<file path="config.mk">
export PLATFORM = sky130hd
export DESIGN_NAME = score_timer_bcd
export DESIGN_NICKNAME = d
export VERILOG_FILES = /design/src/rtl/score_timer_bcd_pkg.sv /design/src/rtl/score_timer_bcd_inc4.sv /design/src/rtl/score_timer_bcd.sv
export SDC_FILE = /design/constraint.sdc
export NUM_CORES = 1
export LEC_CHECK = 0
export BUFFER_PORTS_ARGS = -buffer_cell sky130_fd_sc_hd__buf_2
export CELL_PAD_IN_SITES_DETAIL_PLACEMENT = 0
export CELL_PAD_IN_SITES_GLOBAL_PLACEMENT = 1
export CORE_UTILIZATION = 30
export CTS_BUF_LIST = sky130_fd_sc_hd__clkbuf_8
export DETAILED_ROUTE_END_ITERATION = 8
export PLACE_DENSITY_LB_ADDON = 0.1
export SKIP_LAST_GASP = 1
export SLEW_MARGIN = 40
export SYNTH_ARGS = -nofsm -noshare
export SYNTH_HDL_FRONTEND = slang
export SYNTH_SLANG_ARGS = --single-unit
</file>
<file path="constraint.sdc">
create_clock -name clk_in -period 4.7 [get_ports clk_in]
set_clock_uncertainty 0.1 [all_clocks]
set_input_delay 0.705 -clock clk_in [delete_from_list [all_inputs] [get_ports clk_in]]
set_output_delay 0.705 -clock clk_in [all_outputs]
set_load 0.01 [all_outputs]
</file>
<file path="src/rtl/score_timer_bcd_pkg.sv">
// score_pkg: shared constants and the controller state type for score_timer_bcd.
//   ST_IDLE / ST_RUN / ST_OVER : controller states (2'b11 is unused and recovers to idle)
//   BCD_DIGITS, SCORE_W        : packed-BCD score geometry
//   SCORE_MAX                  : saturation value of the score
package score_pkg;

  localparam int BCD_DIGITS = 4;
  localparam int SCORE_W    = 16;
  localparam logic [SCORE_W-1:0] SCORE_MAX = 16'h9999;

  typedef enum logic [1:0] {
    ST_IDLE = 2'b00,
    ST_RUN  = 2'b01,
    ST_OVER = 2'b10
  } state_e;

endpackage

</file>
<file path="src/rtl/score_timer_bcd_inc4.sv">
// bcd_inc4: combinational packed-BCD +1 with saturation at 9999.
// Ports:
//   bcd_in  [15:0] : current value, 4 packed BCD digits
//   bcd_out [15:0] : bcd_in + 1 in BCD, or bcd_in unchanged when saturated
//   sat            : bcd_in is already at 9999
module bcd_inc4
  import score_pkg::*;
(
  input  logic [SCORE_W-1:0] bcd_in,
  output logic [SCORE_W-1:0] bcd_out,
  output logic               sat
);

  logic carry;

  always_comb begin
    bcd_out = bcd_in;
    sat     = (bcd_in == SCORE_MAX);
    carry   = !sat;
    // Ripple the +1 from the units digit upward; a 9 wraps to 0 and passes the carry on.
    for (int i = 0; i < BCD_DIGITS; i++) begin
      if (carry) begin
        if (bcd_in[4*i +: 4] == 4'd9) begin
          bcd_out[4*i +: 4] = 4'd0;
        end else begin
          bcd_out[4*i +: 4] = bcd_in[4*i +: 4] + 4'd1;
          carry             = 1'b0;
        end
      end
    end
  end

endmodule

</file>
<file path="src/rtl/score_timer_bcd.sv">
// score_timer_bcd: game score timer. While a run is active it counts 1 kHz tick
// pulses and advances a 4-digit packed BCD score every TICKS_PER_POINT ticks.
// A collision freezes the score; start begins a new run from zero.
//
// Build option: define SCORE_HISCORE_EN to keep a high score. Without it,
// hiscore_bcd is tied to 0 and new_record to 0.
//
// Ports:
//   clk_in      : system clock
//   reset       : asynchronous, active-high clear of all state
//   tick        : one-cycle 1 kHz pulse
//   start       : starts a run from IDLE or OVER
//   collide     : ends the current run
//   score_bcd   : current score, packed BCD, [15:12] = thousands
//   hiscore_bcd : best score since reset (packed BCD)
//   running     : high in RUN
//   game_over   : high in OVER
//   new_record  : one-cycle pulse when hiscore_bcd is updated
//
// state   | meaning
// IDLE    | after reset; score and prescaler held at 0
// RUN     | counting ticks, score advancing
// OVER    | run ended by collide; score frozen until start
module score_timer_bcd
  import score_pkg::*;
#(
  parameter int TICKS_PER_POINT = 100,
  parameter int PRESCALE_W      = 10
) (
  input  logic               clk_in,
  input  logic               reset,
  input  logic               tick,
  input  logic               start,
  input  logic               collide,
  output logic [SCORE_W-1:0] score_bcd,
  output logic [SCORE_W-1:0] hiscore_bcd,
  output logic               running,
  output logic               game_over,
  output logic               new_record
);

  localparam logic [PRESCALE_W-1:0] PRESC_LAST = PRESCALE_W'(TICKS_PER_POINT - 1);
  localparam logic [PRESCALE_W-1:0] PRESC_ONE  = PRESCALE_W'(1);

  state_e                 state_q, state_d;
  logic [PRESCALE_W-1:0]  presc_q, presc_d;
  logic [SCORE_W-1:0]     score_q, score_d;
  logic                   running_q, running_d;
  logic                   game_over_q, game_over_d;
  logic [SCORE_W-1:0]     inc_out;
  logic                   inc_sat;

  bcd_inc4 u_inc (
    .bcd_in  (score_q),
    .bcd_out (inc_out),
    .sat     (inc_sat)
  );

  always_comb begin
    state_d = state_q;
    presc_d = presc_q;
    score_d = score_q;
    case (state_q)
      ST_IDLE: begin
        presc_d = '0;
        score_d = '0;
        if (start) state_d = ST_RUN;
      end
      ST_RUN: begin
        // collide takes priority over a tick in the same cycle
        if (collide) begin
          state_d = ST_OVER;
        end else if (tick) begin
          if (presc_q == PRESC_LAST) begin
            presc_d = '0;
            score_d = inc_sat ? score_q : inc_out;
          end else begin
            presc_d = presc_q + PRESC_ONE;
          end
        end
      end
      ST_OVER: begin
        if (start) begin
          state_d = ST_RUN;
          presc_d = '0;
          score_d = '0;
        end
      end
      default: begin
        state_d = ST_IDLE;
        presc_d = '0;
        score_d = '0;
      end
    endcase
    // Flag outputs decode the next state so they line up with state_q.
    running_d   = (state_d == ST_RUN);
    game_over_d = (state_d == ST_OVER);
  end

  always_ff @(posedge clk_in or posedge reset) begin
    if (reset) begin
      state_q     <= ST_IDLE;
      presc_q     <= '0;
      score_q     <= '0;
      running_q   <= 1'b0;
      game_over_q <= 1'b0;
    end else begin
      state_q     <= state_d;
      presc_q     <= presc_d;
      score_q     <= score_d;
      running_q   <= running_d;
      game_over_q <= game_over_d;
    end
  end

  assign score_bcd = score_q;
  assign running   = running_q;
  assign game_over = game_over_q;

`ifdef SCORE_HISCORE_EN
  logic [SCORE_W-1:0] hiscore_q, hiscore_d;
  logic               new_record_q, new_record_d;

  // Packed BCD orders the same as its unsigned binary value, so a plain compare works.
  always_comb begin
    hiscore_d    = hiscore_q;
    new_record_d = 1'b0;
    if (state_q == ST_RUN && collide && score_q > hiscore_q) begin
      hiscore_d    = score_q;
      new_record_d = 1'b1;
    end
  end

  always_ff @(posedge clk_in or posedge reset) begin
    if (reset) begin
      hiscore_q    <= '0;
      new_record_q <= 1'b0;
    end else begin
      hiscore_q    <= hiscore_d;
      new_record_q <= new_record_d;
    end
  end

  assign hiscore_bcd = hiscore_q;
  assign new_record  = new_record_q;
`else
  assign hiscore_bcd = '0;
  assign new_record  = 1'b0;
`endif

endmodule

</file>
== After elaboration in Yosys (flattened, before gate mapping) ==
Cells that the tools add are included.

* $add $sub $neg: 5
* Eq/ne operators: 18
* Muxes and demuxes: 27
* Reductions and logical operators: 8

{| class="wikitable"
|+ Operators by type and width
! operator !! number
|-
| $mux 16 || 5
|-
| $mux 10 || 4
|-
| $pmux 16 s2 || 1
|-
| $mux 4 || 7
|-
| $pmux 10 s2 || 1
|-
| $reduce_and 6->1 || 3
|-
| $add 4x1->4 const B || 4
|-
| $eq 16x16->1 const B || 1
|-
| $eq 4x4->1 const B || 4
|-
| $add 10x1->10 const B || 1
|-
| $eq 10x7->1 const B || 1
|-
| $ne 2x2->1 const B || 5
|-
| $mux 1 || 6
|-
| $ne 2x1->1 const B || 3
|-
| $reduce_and 5->1 || 1
|-
| $eq 2x1->1 const B || 2
|-
| $eq 2x2->1 const B || 2
|-
| $mux 2 || 2
|-
| $pmux 2 s2 || 1
|-
| $reduce_and 3->1 || 1
|-
| $logic_not 2->1 || 1
|-
| $reduce_or 2->1 || 1
|-
| $logic_not 1->1 || 1
|}

* Register bits after elaboration: 30
* Output and inout bits: 35

== Depth between registers and ports, before layout ==
Gate-level depths: netlist of the first run.

* Depth in word-level cells: 12
* Depth in mapped cells: 9
* Depth with buffers taken out: 7

== By module ==
A second synthesis of the first run with hierarchy kept.

* Cell total of the unflattened synthesis: 192
* Area total of the unflattened synthesis: 1853.0 µm²

{| class="wikitable"
|+ By module, submodules not included
! module !! instances !! cells each !! area an instance (µm²) !! sequential area each (µm²)
|-
| score_timer_bcd || 1 || 129 || 1467.7 || 750.7
|-
| bcd_inc4 || 1 || 63 || 385.4 || 0.0
|}

== Least setup slack after synthesis of the first run ==
Ideal clock, no wire load.

* Path type: input to register
* From: input collide
* To: register score_q[13] (netlist: score_bcd[13])
* Setup time: 125 ps
* Arrival time: 1933 ps
* Data required time: 4475 ps
* Slack: 2542 ps
* Stages on the path: 6
* Cells stage by stage: and2b_1 nand4b_1 a211o_1 buf_6 nor3_2 mux2_2

* Longest elaborated chain between the ends: 2

{| class="wikitable"
|+ Ends and longest elaborated chain
! item !! RTL line !! RTL
|-
| from (decl) || score_timer_bcd.sv:34 || <nowiki>input logic collide,</nowiki>
|-
| $ne 2x2->1 (no line) || n/a ||
|-
| $reduce_and 6->1 (no line) || n/a ||
|-
| to (signal assigned) || score_timer_bcd.sv:110 || <nowiki>score_q <= score_d;</nowiki>
|-
| to (decl) || score_timer_bcd.sv:47 || <nowiki>logic [SCORE_W-1:0] score_q, score_d;</nowiki>
|}

No other way between the ends.
A chain may end at the register's enable or synchronous reset.

== Worst setup path in the final report of the first run ==
* From: register presc_q[0]
* To: register score_q[13] (netlist: score_bcd[13])

* Longest elaborated chain between the ends: 3

{| class="wikitable"
|+ Ends and longest elaborated chain
! item !! RTL line !! RTL
|-
| from (decl) || score_timer_bcd.sv:46 || <nowiki>logic [PRESCALE_W-1:0] presc_q, presc_d;</nowiki>
|-
| from (signal assigned) || score_timer_bcd.sv:109 || <nowiki>presc_q <= presc_d;</nowiki>
|-
| $eq 10x7->1 || score_timer_bcd.sv:74 || <nowiki>if (presc_q == PRESC_LAST) begin</nowiki>
|-
| $ne 2x2->1 (no line) || n/a ||
|-
| $reduce_and 6->1 (no line) || n/a ||
|}

No other way between the ends.

==> impl_metrics.toml, run 1 <==
[outcome]
status = "finished clean"

[floorplan]
dieWidth_um = 81.1
ios = 40
die_area_um2 = 6580
die_h_um = 81.1
initial_utilization_pct = 31.3
rows = 28
core_um2 = 5990

[power_and_ir_drop]
p_leak_nw = 1.00
peakVddDrop_mv = 0.140
seq_power_share_pct = 41.1
p_total_mw = 0.842
power_density_nw_per_um2 = 405
combPwrFrac_pct = 32.6
p_sw_share_pct = 39.0
p_sw_mw = 0.328
p_int_mw = 0.514
pwr-share-clk_pct = 26.3

[layout]
fin_cells = 288
fill_cells = 612
multi_input_comb_area_um2 = 987
diodes = 0
syn2layout_area_growth_pct = 10.7
layout-drive-gt1-share_pct = 21.6
seqCellArea_um2 = 751
fin_nets = 226

[critical_path]
worstSetupPathType = "reg2reg"
r2r_start = "presc_q[0]"
cp.arrival_ps = 2720
required_ps = 4760
cp-end-kind = "register"
cp_max_fo = 18
critPathLaunchType = "register"
r2r_end = "score_bcd[13]"
reg2reg_slack_ps = 2040
r2r_cells = 6

[logic_synthesis]
seq_area_frac_synth_pct = 40.0
netlist_area_um2 = 1880
yosys.area.top_type = "dfrtp_1"
avgSynthCellArea_um2 = 9.93
synth-seq-cells = 30
ys_types = 46
synth_top_area_share_pct = 40.0
synth.area.top_cells = "dfrtp_1 (40%), buf_4 (6.8%), ha_1 (6.0%)"
ys_warn_count = 0
synth_cells = 189
async_flop_share_pct = 100
synth_ff_type = "dfrtp_1"
synth_edf_count = 0

[global_routing]
first_global_vias = 1365
grt_usage_pct = 13.8
antenna_found_initial = 0
gr-total-overflow = 0
grt_start_max_net_pins = 31
grt_pass1_wl_mm = 6.69

[cts]
post_cts_buffers = 0
cts_sinks = 30
tritoncts = "done"
clock-root-buffer = "clkbuf_8"
clk_latency_ps = 290
hold_buffers = 0
cts_buffers = 5
cts.clk_slew.worst_paths_ps = 70
clockBufferDepth = 2
cts.repair.resized = 0
h-tree-depth = 2

[placed_design]
hpwl_mm = 2.90
placed_cells = 280
gp_congestion = 0.734
portBuffers = 22

[drt]
wl_per_cell_um = 14.1
drt-pass1-iter-count = 4
ant_nets = 0
dr.first_iter.drc_count = 71
routed_via_density = 4.91
drt_wl_total_mm = 4.06
via_count = 1414
drc_errors = 0

[sta]
timing.fmax_ghz = 0.376
fin_crit_ps = 2660
hold_violations = 0
setup_viol = 0
finalSetupTns_ps = 0
maxSlewViolCount = 0
period_share_pct = 56.6
tightest_slew_ps = 739
rsz0062_at_grt = "false"
max_slew_margin_pct = 50.6
timing.hold.ws_ps = 391

[job]
drv_cap = 0

[min_path]
hold_path_class = "in2async"
-- sequential cells by signal (all words and copies together), names as in the netlist --
register and count:
game_over 1, presc_q 10, running 1, score_bcd 16, state_q 2
-- logic make-up (layout without fill, tap and decap cells) --
group,after synthesis,after routing,synth area share [%]
buffers and inverters,32,40,10.9
muxes,5,5,2.87
xor gates and xnor gates,8,8,3.73
adders and majority gates,9,9,6.00
DFF,30,30,40.0
and+or+nand+nor,71,71,21.8
AOI/OAI and AO/OA,33,33,14.5
other,1,17,0.200
-- metrics by stage --
stage          setup WS (ps)  utilization (%)  instance area (µm²)
5_1_grt                 1850             34.7                 2080
2_1_floorplan           2540                -                 1940
3_3_place_gp            2060             33.0                 1980
3_5_place_dp            1950             33.1                 1980
6_report                2040             34.7                 2080
4_1_cts                 2020             34.7                 2080
-- cells in the mapped netlist, drive strengths merged (2+ instances only) --
| cell type | instances |
|---|---|
| a21o | 4 |
| a21oi | 2 |
| and3 | 4 |
| buf | 18 |
| clkbuf | 5 |
| dfrtp | 30 |
| ha | 9 |
| inv | 9 |
| mux2 | 3 |
| mux2i | 2 |
| nand2 | 9 |
| nand2b | 3 |
| nand3 | 9 |
| nand3b | 3 |
| nand4 | 8 |
| nor2 | 18 |
| nor2b | 2 |
| nor3 | 5 |
| nor4 | 2 |
| o21ai | 8 |
| o22ai | 2 |
| o31ai | 8 |
| o41ai | 6 |
| xor2 | 7 |
-- routing by layer --
layer / global-route usage, % / vias to the layer above / routed length (µm) / share of wire, %
li1: - / 689 / - / -
met1: 18.2 / 684 / 1970 / 49
met2: 20.9 / 33 / 1840 / 45
met3: 3.60 / 8 / 172 / 4.2
met4: 6.79 / 0 / 69 / 1.7
met5: 0 / - / 0 / 0
-- worst max path at each step --
stage / start / end / slack (ps) / depth (start not counted)
2_1_floorplan: collide / score_bcd[13] / 2540 / 6
3_3_place_gp: collide / score_bcd[13] / 2060 / 6
3_5_place_dp: start / score_bcd[15] / 1950 / 5
4_1_cts: presc_q[0] / score_bcd[13] / 2020 / 6
5_1_grt: presc_q[0] / score_bcd[14] / 1850 / 6
6_report: presc_q[0] / score_bcd[13] / 2040 / 6
-- layout by cell type (no fill, tap or decap), types with 2 or more instances in the layout --
| cell | n |
|---|---|
| nand3_1 | 9 |
| o21ai_0 | 8 |
| conb_1 | 17 |
| a21o_1 | 3 |
| nor3_2 | 2 |
| o31ai_4 | 2 |
| nor3_1 | 3 |
| nor2_1 | 18 |
| buf_2 | 22 |
| nor4_1 | 2 |
| mux2i_1 | 2 |
| and3_1 | 3 |
| ha_1 | 9 |
| mux2_2 | 3 |
| nand4_1 | 8 |
| dfrtp_1 | 30 |
| nand3b_1 | 3 |
| nand2b_1 | 2 |
| o41ai_1 | 4 |
| inv_1 | 9 |
| clkbuf_8 | 6 |
| o31ai_1 | 6 |
| o41ai_2 | 2 |
| nand2_1 | 9 |
| xor2_1 | 7 |
| o22ai_1 | 2 |
-- power groups by stage --
stage	logic [mW]	clock network, mW	registers, mW
after floorplan	0.209	0	0.356
after global placement	0.270	0	0.349
after detailed placement	0.277	0	0.352
after CTS	0.278	0.231	0.347
after global routing	0.310	0.243	0.356
final	0.275	0.222	0.346
-- worst max-delay path, cell delays in order, from the launching register on --
cell	delay [ps]
dfrtp_1	380
ha_1	280
nor4b_4	300
nand4b_1	180
a211o_1	590
nor3_2	330
mux2_2	360
-- cell type report --
type | count | area share, %
Clock inverter | 2 | 0.602
Tap cell | 75 | 4.52
Clock buffer | 6 | 3.97
Sequential cell | 30 | 36.1
Inverter | 9 | 1.63
Multi-Input combinational cell | 143 | 47.5
Timing Repair Buffer | 23 | 5.66
Power figures use the tool's default switching activity.
==> run 2, diff against run 1 <==
==> constraint.sdc (replaced) <==
create_clock -name clk_in -period 2.4 [get_ports clk_in]
set_clock_uncertainty 0.1 [all_clocks]
set_input_delay 0.36 -clock clk_in [delete_from_list [all_inputs] [get_ports clk_in]]
set_output_delay 0.36 -clock clk_in [all_outputs]
set_load 0.01 [all_outputs]
==> impl_metrics.toml, run 2 (synthesized netlist as in run 1, its figures left out) <==
[cts]
cts.clk_slew.worst_paths_ps = 70
post_cts_buffers = 0
cts_sinks = 30
clk_latency_ps = 280
h-tree-depth = 2
cts.repair.resized = 0
clock-root-buffer = "clkbuf_8"
clockBufferDepth = 2
tritoncts = "done"
cts_buffers = 5
hold_buffers = 0

[sta]
hold_violations = 0
max_slew_margin_pct = 60.5
fin_ws_ps = 111
period_share_pct = 95.4
rsz0062_at_grt = "false"
maxSlewViolCount = 0
finalSetupTns_ps = 0
tightest_slew_ps = 593
fin_crit_ps = 2290
setup_viol = 0
timing.fmax_ghz = 0.437

[critical_path]
critPathBufInv = 0
required_ps = 2470
critPathLaunchType = "register"
cp-end-kind = "register"
reg2reg_slack_ps = 110
crit_chain = "ha_1 -> nor4b_4 -> nand4b_1 -> a211o_1 -> nor3_2 -> mux2_2"
cp.arrival_ps = 2360
path_delay_family = "simple AND/OR/NAND/NOR gates"
critPathSlowestCell = "a211o_1"
cp_max_fo = 9
r2r_end = "score_bcd[13]"
r2r_start = "presc_q[0]"
worstSetupPathType = "reg2reg"
r2r_cells = 6
crit_path_max_incr_delay_ps = 490

[placed_design]
gp_congestion = 0.745
dp_slack_ps = 126
hpwl_mm = 3.12
portBuffers = 22
placed_cells = 294

[layout]
layout-drive-gt1-share_pct = 25.6
syn2layout_area_growth_pct = 16.8
fin_nets = 240
final_common_cell = "dfrtp_1"
largest_reg_flops = 16
final_cell_mix = "dfrtp_1 (30), buf_2 (22), nor2_1 (18)"
diodes = 0
fin_cells = 302

[global_routing]
first_global_vias = 1379
grt_usage_pct = 14.3
grt_start_max_net_pins = 31
gr-total-overflow = 0
grt_pass1_wl_mm = 6.97
antenna_found_initial = 0

[floorplan]
die_h_um = 81.1
initial_utilization_pct = 31.3
rows = 28
core_um2 = 5990
die_area_um2 = 6580
ios = 40
dieWidth_um = 81.1

[job]
drv_cap = 0

[drt]
routed_via_density = 4.84
wl_per_cell_um = 14.0
ant_nets = 0
drc_errors = 0
dr.first_iter.drc_count = 81
via_count = 1461
drt_wl_total_mm = 4.24
drt-pass1-iter-count = 4

[power_and_ir_drop]
peakVddDrop_mv = 0.294
power_density_nw_per_um2 = 798
p_leak_nw = 1.08

[min_path]
hold_path_class = "in2async"

[outcome]
status = "finished clean"
-- run 2: layer usage --
metal | vias to the layer above | routed length, µm | track usage, %
li1 | 714 | - | -
met5 | - | 0 | 0
met3 | 6 | 147 | 3.71
met1 | 711 | 2070 | 18.8
met2 | 30 | 1970 | 22.4
met4 | 0 | 63 | 5.36
-- run 2: cell type report --
| type | instances | area, µm² |
|---|---|---|
| fillers | 621 | 3800 |
| multi-input cells | 143 | 981 |
| flip-flops and latches | 30 | 751 |
| repair buffers | 37 | 223 |
| clock buffers | 8 | 110 |
| well taps | 75 | 93.8 |
| inverters | 9 | 33.8 |
-- run 2: power breakdown --
| group | internal [mW] | switching (mW) |
|---|---|---|
| Combinational | 0.231 | 0.359 |
| Clock | 0.289 | 0.194 |
| Sequential | 0.583 | 0.0927 |
-- run 2: metrics by stage --
step	hold slack, ps	area [µm²]	total power [mW]	utilization, %
floorplan	349	1940	1.11	-
global placement	364	2080	1.27	34.8
detailed placement	378	2080	1.28	34.8
CTS	73.0	2190	1.78	36.6
global route	95.1	2190	1.88	36.6
finish	60.8	2190	1.75	36.6
-- run 2: how the worst max path moves through the flow --
stage	startpoint	endpoint	slack, ps	cells after the start
2_1_floorplan	presc_q[0]	score_bcd[13]	290	7
3_3_place_gp	presc_q[0]	score_bcd[13]	190	6
3_5_place_dp	presc_q[0]	score_bcd[13]	130	6
4_1_cts	presc_q[0]	score_bcd[13]	110	6
5_1_grt	presc_q[0]	score_bcd[13]	6	6
6_report	presc_q[0]	score_bcd[13]	110	6
-- run 2: worst register-to-register path: cells and delay by family, from the launching register on --
kind / cells / cell delay [ps]
simple gates: 3 / 660
fa+ha+maj: 1 / 180
compound gates: 1 / 490
mux: 1 / 360
flops: 1 / 390
